[src/rtl/transmisor_sincronia_pkg.sv]
// transmisor_sincronia_pkg: shared states, default widths and patterns for the sync-framing transmitter
package transmisor_sincronia_pkg;
  typedef enum logic [1:0] {IDLE, SYNC, DATA, FIN} estado_t;
  localparam int W_DEF = 5;
  localparam logic [W_DEF-1:0] SECUENCIA_DEF = 5'b10100;
  localparam logic [W_DEF-1:0] SEC_REINICIO_DEF = 5'b00000;
  localparam int CW_DEF = $clog2(W_DEF);
endpackage

[src/rtl/transmisor_sincronia_serializador.sv]
// transmisor_sincronia_serializador: W-bit parallel-load MSB-first shift register with bit counter and word-boundary flag
module transmisor_sincronia_serializador
  import transmisor_sincronia_pkg::*;
#(
  parameter int W = W_DEF
) (
  input  logic         clk,
  input  logic         rst,
  input  logic         i_cargar,
  input  logic         i_limpiar,
  input  logic         i_activo,
  input  logic [W-1:0] i_palabra,
  output logic         o_bit,
  output logic         o_frontera
);
  localparam int CW = (W > 1) ? $clog2(W) : 1;
  logic [W-1:0] r_reg;
  logic [CW-1:0] r_cnt;
  // Load restarts the count at the word MSB; otherwise shift one bit per enabled cycle.
  always_ff @(posedge clk) begin
    if (rst || i_limpiar) begin
      r_reg <= '0;
      r_cnt <= '0;
    end else if (i_cargar) begin
      r_reg <= i_palabra;
      r_cnt <= '0;
    end else if (i_activo) begin
      r_reg <= {r_reg[W-2:0], 1'b0};
      r_cnt <= r_cnt + CW'(1);
    end
  end
  assign o_bit = r_reg[W-1];
  assign o_frontera = r_cnt == CW'(W - 1);
endmodule

[src/rtl/transmisor_sincronia.sv]
// transmisor_sincronia: serial framing transmitter (sync pattern, data words, sync-loss pattern); define TRANSMISOR_RELLENO_EN to fill underruns with SECUENCIA instead of closing the link
module transmisor_sincronia
  import transmisor_sincronia_pkg::*;
#(
  parameter int W = W_DEF,
  parameter logic [W-1:0] SECUENCIA = W'(SECUENCIA_DEF),
  parameter logic [W-1:0] SEC_REINICIO = W'(SEC_REINICIO_DEF)
) (
  input  logic         clk,
  input  logic         rst,
  input  logic         i_iniciar,
  input  logic         i_detener,
  input  logic [W-1:0] i_dato,
  input  logic         i_dato_valido,
  output logic         o_dato_listo,
  output logic         o_s_out,
  output logic         o_en_linea,
  output logic         o_descartado
);
  estado_t r_estado, w_estado_sig;
  logic r_stop_p, w_stop_sig, r_descartado, w_descartado;
  logic w_cargar, w_limpiar, w_activo, w_frontera;
  logic [W-1:0] w_palabra;
  logic w_transmite, w_parar;
  assign w_transmite = (r_estado == SYNC) || (r_estado == DATA);
  assign w_parar = r_stop_p | i_detener;
  assign o_dato_listo = w_transmite & w_frontera & ~w_parar;
  assign o_en_linea = (r_estado == DATA) || (r_estado == FIN);
  assign o_descartado = r_descartado;
  transmisor_sincronia_serializador #(.W(W)) u_serializador (
    .clk       (clk),
    .rst       (rst),
    .i_cargar  (w_cargar),
    .i_limpiar (w_limpiar),
    .i_activo  (w_activo),
    .i_palabra (w_palabra),
    .o_bit     (o_s_out),
    .o_frontera(w_frontera)
  );
  // Next state, serializer control and stop/drop bookkeeping; boundaries pick the next word to load.
  always_comb begin
    w_estado_sig = r_estado;
    w_stop_sig = r_stop_p;
    w_cargar = 1'b0;
    w_limpiar = 1'b0;
    w_activo = 1'b0;
    w_palabra = SEC_REINICIO;
    w_descartado = 1'b0;
    case (r_estado)
      IDLE: begin
        if (i_iniciar) begin
          w_estado_sig = SYNC;
          w_cargar = 1'b1;
          w_palabra = SECUENCIA;
          w_stop_sig = i_detener;
        end
      end
      SYNC, DATA: begin
        if (w_frontera) begin
          w_cargar = 1'b1;
          w_stop_sig = 1'b0;
          if (w_parar) w_estado_sig = FIN;
          else if (i_dato_valido && i_dato != SEC_REINICIO) begin
            w_palabra = i_dato;
            w_estado_sig = DATA;
          end else begin
            w_descartado = i_dato_valido;
`ifdef TRANSMISOR_RELLENO_EN
            w_palabra = SECUENCIA;
            w_estado_sig = DATA;
`else
            w_estado_sig = FIN;
`endif
          end
        end else begin
          w_activo = 1'b1;
          w_stop_sig = w_parar;
        end
      end
      FIN: begin
        if (w_frontera) begin
          w_limpiar = 1'b1;
          w_estado_sig = IDLE;
        end else w_activo = 1'b1;
      end
      default: w_estado_sig = IDLE;
    endcase
  end
  // State, pending-stop flag and registered drop pulse.
  always_ff @(posedge clk) begin
    if (rst) begin
      r_estado <= IDLE;
      r_stop_p <= 1'b0;
      r_descartado <= 1'b0;
    end else begin
      r_estado <= w_estado_sig;
      r_stop_p <= w_stop_sig;
      r_descartado <= w_descartado;
    end
  end
endmodule

[config.mk]
export PLATFORM = sky130hd
export DESIGN_NAME = transmisor_sincronia
export DESIGN_NICKNAME = d
export VERILOG_FILES = /design/src/rtl/transmisor_sincronia_pkg.sv /design/src/rtl/transmisor_sincronia_serializador.sv /design/src/rtl/transmisor_sincronia.sv
export SDC_FILE = /design/constraint.sdc
export NUM_CORES = 1
export LEC_CHECK = 0
export CAP_MARGIN = 0
export CORE_MARGIN = 2
export CORE_UTILIZATION = 35
export CTS_CLUSTER_DIAMETER = 50
export DETAILED_ROUTE_END_ITERATION = 8
export PLACE_DENSITY = 0.64
export SETUP_SLACK_MARGIN = 0.2
export SYNTH_ARGS = -nofsm -noshare
export SYNTH_HDL_FRONTEND = slang
export SYNTH_SLANG_ARGS = --single-unit
[constraint.sdc]
create_clock -name clk -period 4.9 [get_ports clk]
set_clock_uncertainty 0.1 [all_clocks]
set_input_delay 0.98 -clock clk [delete_from_list [all_inputs] [get_ports clk]]
set_output_delay 0.98 -clock clk [all_outputs]
set_load 0.005 [all_outputs]
# After elaboration in Yosys (flattened, before gate mapping)
# Cells that the tools add are included.
[totals]
register_bits = 12
input_bits = 10
[op_classes]
n_addsub = 1
n_eq_ne = 7
mux = 22
bitwise = 6
reduce_logical = 14
[op_table]
columns = ["op", "n"]
rows = [
  ["two-way mux 5 bit", 6],
  ["case mux 5 bit (2 select lines)", 1],
  ["two-way mux 1 bit", 9],
  ["two-way mux 2 bit", 3],
  ["!= test 2 bit (second input constant)", 3],
  ["case mux 2 bit (3 select lines)", 1],
  ["nonzero test 5 bit", 1],
  ["OR reduction 5 bit", 1],
  ["== test 2 bit (second input constant)", 2],
  ["case mux 1 bit (2 select lines)", 2],
  ["nonzero test 2 bit", 2],
  ["OR reduction 2 bit", 2],
  ["adder 3 x 1 -> 3 bit (second input constant)", 1],
  ["== test 3 bit (second input constant)", 1],
  ["logical OR 1 bit", 3],
  ["NOT 1 bit", 3],
  ["AND reduction 3 bit", 1],
  ["OR reduction 3 bit", 1],
  ["bitwise AND 1 bit", 2],
  ["== test 2 x 1 -> 1 bit (second input constant)", 1],
  ["logical NOT 2 bit", 1],
  ["AND reduction 2 bit", 1],
  ["logical AND 1 bit", 1],
  ["bitwise OR 1 bit", 1],
]

# Depth between registers and ports, before layout
[depth]
ltp_word = 7
depth_mapped = 6

# Cells and area by module
# Synthesis repeated with hierarchy kept, for this count alone.
[unflattened]
cells_unflattened = 84
hier_area_um2 = 777.0
[modules_own_cells]
columns = ["mod", "instances", "cells_each", "area_per_inst_um2", "seq_area_each_um2"]
rows = [
  ["transmisor_sincronia_serializador", 1, 39, 419.2, 160.2],
  ["transmisor_sincronia", 1, 45, 357.8, 80.1],
]

# Worst setup path after synthesis
# No wires, ideal clock.
[synth_timing]
path_type = "input port to output port"
startpoint = "input i_detener"
endpoint = "output o_dato_listo"
t_arrival_ps = 1172
setup_slack_ps = 2648
path_stages = 1
path_buffers = 0
path_cell_list = "nor3_1"
[synth_via]
elab_chain_cells = 3
[synth_rtl]
columns = ["element", "line_no", "rtl"]
rows = [
  ["start: declaration", "transmisor_sincronia.sv:12", "input logic i_detener,"],
  ["bitwise OR 1 bit", "transmisor_sincronia.sv:26", "assign w_parar = r_stop_p | i_detener;"],
  ["NOT 1 bit", "transmisor_sincronia.sv:27", "assign o_dato_listo = w_transmite & w_frontera & ~w_parar;"],
  ["bitwise AND 1 bit", "transmisor_sincronia.sv:27", ""],
  ["end: declaration", "transmisor_sincronia.sv:15", "output logic o_dato_listo,"],
]
# Every way passes these cells.

# Worst setup path after layout
# Same ends and word-level chain as after synthesis.

==> results.txt <==
- Maximum fanout count along the critical path: 4
* Highest metal layer with signal wires: met4
- Global routing finished with a remaining overflow of 0.
* Count of state elements after synthesis: 12
- Worst Setup Path Type: primary input to output port
- Drt first-iter violations: 8
- Max Slew Vio Count: 0
- Starting density of the core: 36.2%
- The number of different library cells used by synthesis comes to 26.
- The smallest clock period supported by the final layout is computed as between 3 and 4 ns.
* Launch point of the critical path: i_detener
- Main combinational cell family by area after synthesis: simple AND/OR/NAND/NOR gates
* Ordered cell list for the critical path: clkdlybuf4s50_1 -> nor3_1 -> clkdlybuf4s50_1
- The worst setup path is launched from a primary input.
- Number of endpoints with negative hold slack in the final report: 0
- Vias in the first global route: 542
- Req. time, crit path: 3.82 ns
* Number of antenna violations at the first check in global routing: 0
- Floorplan die height: 48.3 microns
- Multiplexer cells account for 2.91% of the synthesized area.
* Critical path buffers and inverters: 2
* Fraction of final layout cells sized beyond drive strength 1: a little under an eighth
- Summing the sequential cell areas from Yosys gives 34.9% of the chip area.
- Total number of H-tree levels: 1
* Total Routing Usage GR: about an eighth
- The slowest stage of the critical path is the sky130_fd_sc_hd__clkdlybuf4s50_1 cell.
- Buffers inserted to repair hold after CTS numbered 0.
- Result of the run: finished clean
- Kind of cell adding the most delay to the critical path: buffers and inverters
- Dividing the detail-routed via count by the number of cells gives just over 5.
- The repair_antennas step left the layout with diodes totalling 0.
- Ratio of final minimum period to clock period: between 60% and 70%
- Net count of the mapped netlist: 97
- The worst register-to-register path begins at r_estado[0].
- Max reg flops: 5
- From left edge to right edge, the die measures 48.3 microns.
- Summing the areas of all compound-gate instances in the mapped netlist gives 21.5% of the synthesized area.
- In this run, synthesis inferred 0 flip-flops with an integrated enable.
- Latest clock arrival within the worst-skew pair: 0.27 ns
- A synthesized cell averages 8.50 sq um.
* Global-route wire length before repair: between 2000 and 2500 microns
- Power comes to 0.258 mW.
- Clock sink count: 12
- The region available for standard cell placement spans 1900 sq um.
* Most area-hungry cell type in the Yosys netlist: sky130_fd_sc_hd__dfxtp_1
* Pin count of the biggest net entering global routing: 9
* Share of the synthesized netlist area taken by xor and xnor gates: 1.27%
* Critical path capture point type: output port
- The area growth from synthesis to layout is 28.4%.
* Worst min-delay path startpoint: u_serializador.r_cnt[1]
- Detailed-routing iteration count for the pre-antenna-repair pass: 4
- Summed over its instances, the top area cell type makes up 34.9% of the synthesized netlist area.
- Leakage power of the design: 0.323 nW
* Cells taking the most area after synthesis: sky130_fd_sc_hd__dfxtp_1, sky130_fd_sc_hd__ha_1, sky130_fd_sc_hd__nand2_1
- Pwr Density: 292 nW/um^2
* Final setup violating endpoints: 0
* Number of nets in the final layout: 114
* Worst hold path class: register to register
* YS warnings: 0
* Total via count in the routed design: 624
* Post-Route Setup TNS: 0 ns
- Input and output buffers added on the ports amount to 13.
- After detailed routing, the average wire length per cell comes to about 11 microns.
- Of the total synthesized cell area, the portion taken by AND, OR, NAND and NOR gates is 25.6%.
- Worst supply voltage drop on vdd: 0.000162 V
- For the pin with the worst max-slew slack, the measured transition is about 0.38 ns.
- After clock tree synthesis, the repair step resized 0 gates.
- At the end of routability-driven placement, the weighted congestion stood at 0.860.
- The number of setup buffers added after CTS is 0.
- For this run, the slowest stage of the critical path takes between 0.5 and 0.6 ns.
- The clock passes through at most 2 buffers.
- Post-synth top flop: sky130_fd_sc_hd__dfxtp_1
- RSZ-0062 raised after global routing: no
- Max cap viols: 0
- Among all cell types in the netlist, the one instantiated most often is sky130_fd_sc_hd__nand2_1.
- After Yosys synthesis, full adders, half adders and majority gates account for 10.9% of the synthesized area.
* Async set-or-reset flop fraction in the synthesized netlist: 0%
- Antenna-violating nets left: 0
- Arr. time, crit path: 2.14 ns
* CTS tree: yes
* Met1 wire length: 664 microns
- Cts bufs inserted: 3
- The initialized floorplan defines 16 standard-cell rows.
- Summed over all nets, wire length on met3 after detailed routing comes to 88 microns.
* Count of unresolved DRC violations after routing: 0
- Setup slack on the worst reg-to-reg path comes out at 2.98 ns.
- Met2 WL: 589 microns
- Top-Level Pins: 14
- Detailed placer's ending HPWL: 1050 microns
- Detailed-route wire length: 1360 microns
- Peak clock frequency supported by timing: 311 MHz
- The commonest cells after synthesis are sky130_fd_sc_hd__nand2_1, sky130_fd_sc_hd__dfxtp_1, sky130_fd_sc_hd__nor2_1.
- The worst pin sits at a relative slew slack of 74.5%.
* Cell repeated most along the worst path: sky130_fd_sc_hd__clkdlybuf4s50_1
- Gate count after technology mapping: 81
* Mapped Area: 688 sq um
* Clock-pin slew on the worst setup and hold paths: 0.08 ns
- Die Footprint: 2340 sq um
- Clock tree synthesis selected as its root buffer the cell sky130_fd_sc_hd__clkbuf_4.
==> cell usage in the layout (no fill, tap or decap), types with 4 or more instances in the layout <==
cell type                         instances
sky130_fd_sc_hd__a21oi_1                  5
sky130_fd_sc_hd__a221oi_1                 4
sky130_fd_sc_hd__clkdlybuf4s50_1         13
sky130_fd_sc_hd__dfxtp_1                 12
sky130_fd_sc_hd__ha_1                     6
sky130_fd_sc_hd__inv_1                    4
sky130_fd_sc_hd__nand2_1                 13
sky130_fd_sc_hd__nor2_1                   7
sky130_fd_sc_hd__o21ai_0                  4
==> worst reg2reg max path, cell delays in order (launching register included) <==
cell and delay (ns):
sky130_fd_sc_hd__dfxtp_1 0.39, sky130_fd_sc_hd__inv_1 0.08, sky130_fd_sc_hd__ha_1 0.35, sky130_fd_sc_hd__and4bb_2 0.32, sky130_fd_sc_hd__nor3b_4 0.25, sky130_fd_sc_hd__nand2_1 0.08
sky130_fd_sc_hd__a221oi_1 0.26
==> layout make-up <==
type	count	area, sq um
Fill cell	201	1020
Multi-Input combinational cell	64	428
Sequential cell	12	240
Tap cell	27	33.8
Clock buffer	4	36.3
Timing Repair Buffer	13	130
Inverter	4	15.0
==> power breakdown <==
| part | total (mW) | switching [mW] | internal (mW) |
|---|---|---|---|
| registers | 0.113 | 0.00616 | 0.107 |
| logic | 0.0664 | 0.0342 | 0.0322 |
| clock network | 0.0784 | 0.0332 | 0.0451 |
==> through the flow <==
step           instance area (sq um)  std cells  util (%)  hold WS [ns]  setup WS, ns
6_report                         883        124      46.4         0.381          1.68
5_1_grt                          883        124      46.4         0.421          1.63
4_1_cts                          883        124      46.4         0.384          1.67
3_5_place_dp                     847        120      44.5         0.372          1.68
3_3_place_gp                     847        120      44.5         0.360          1.70
2_1_floorplan                    688         81         -         0.349          2.65
==> kinds of logic after synthesis <==
logic type                 count (synthesis)
adders and majority gates                  6
buffers and inverters                      5
muxes                                      2
DFF                                       12
xor gates and xnor gates                   1
and+or+nand+nor                           34
AOI/OAI and AO/OA                         21
==> final timing paths <==
kind | end | cells after the start
min | u_serializador.r_cnt[1] | 2
max reg2reg | u_serializador.r_reg[3] | 6
min reg2reg | u_serializador.r_cnt[1] | 2
max | o_dato_listo | 3
==> metal layers <==
layer  global-route usage, %  vias up
met5                       0        -
met4                    5.71        0
met3                    3.09        2
met2                    18.8       14
met1                    16.5      283
li1                        -      325
Note: power is estimated with default switching activity, not from simulation.
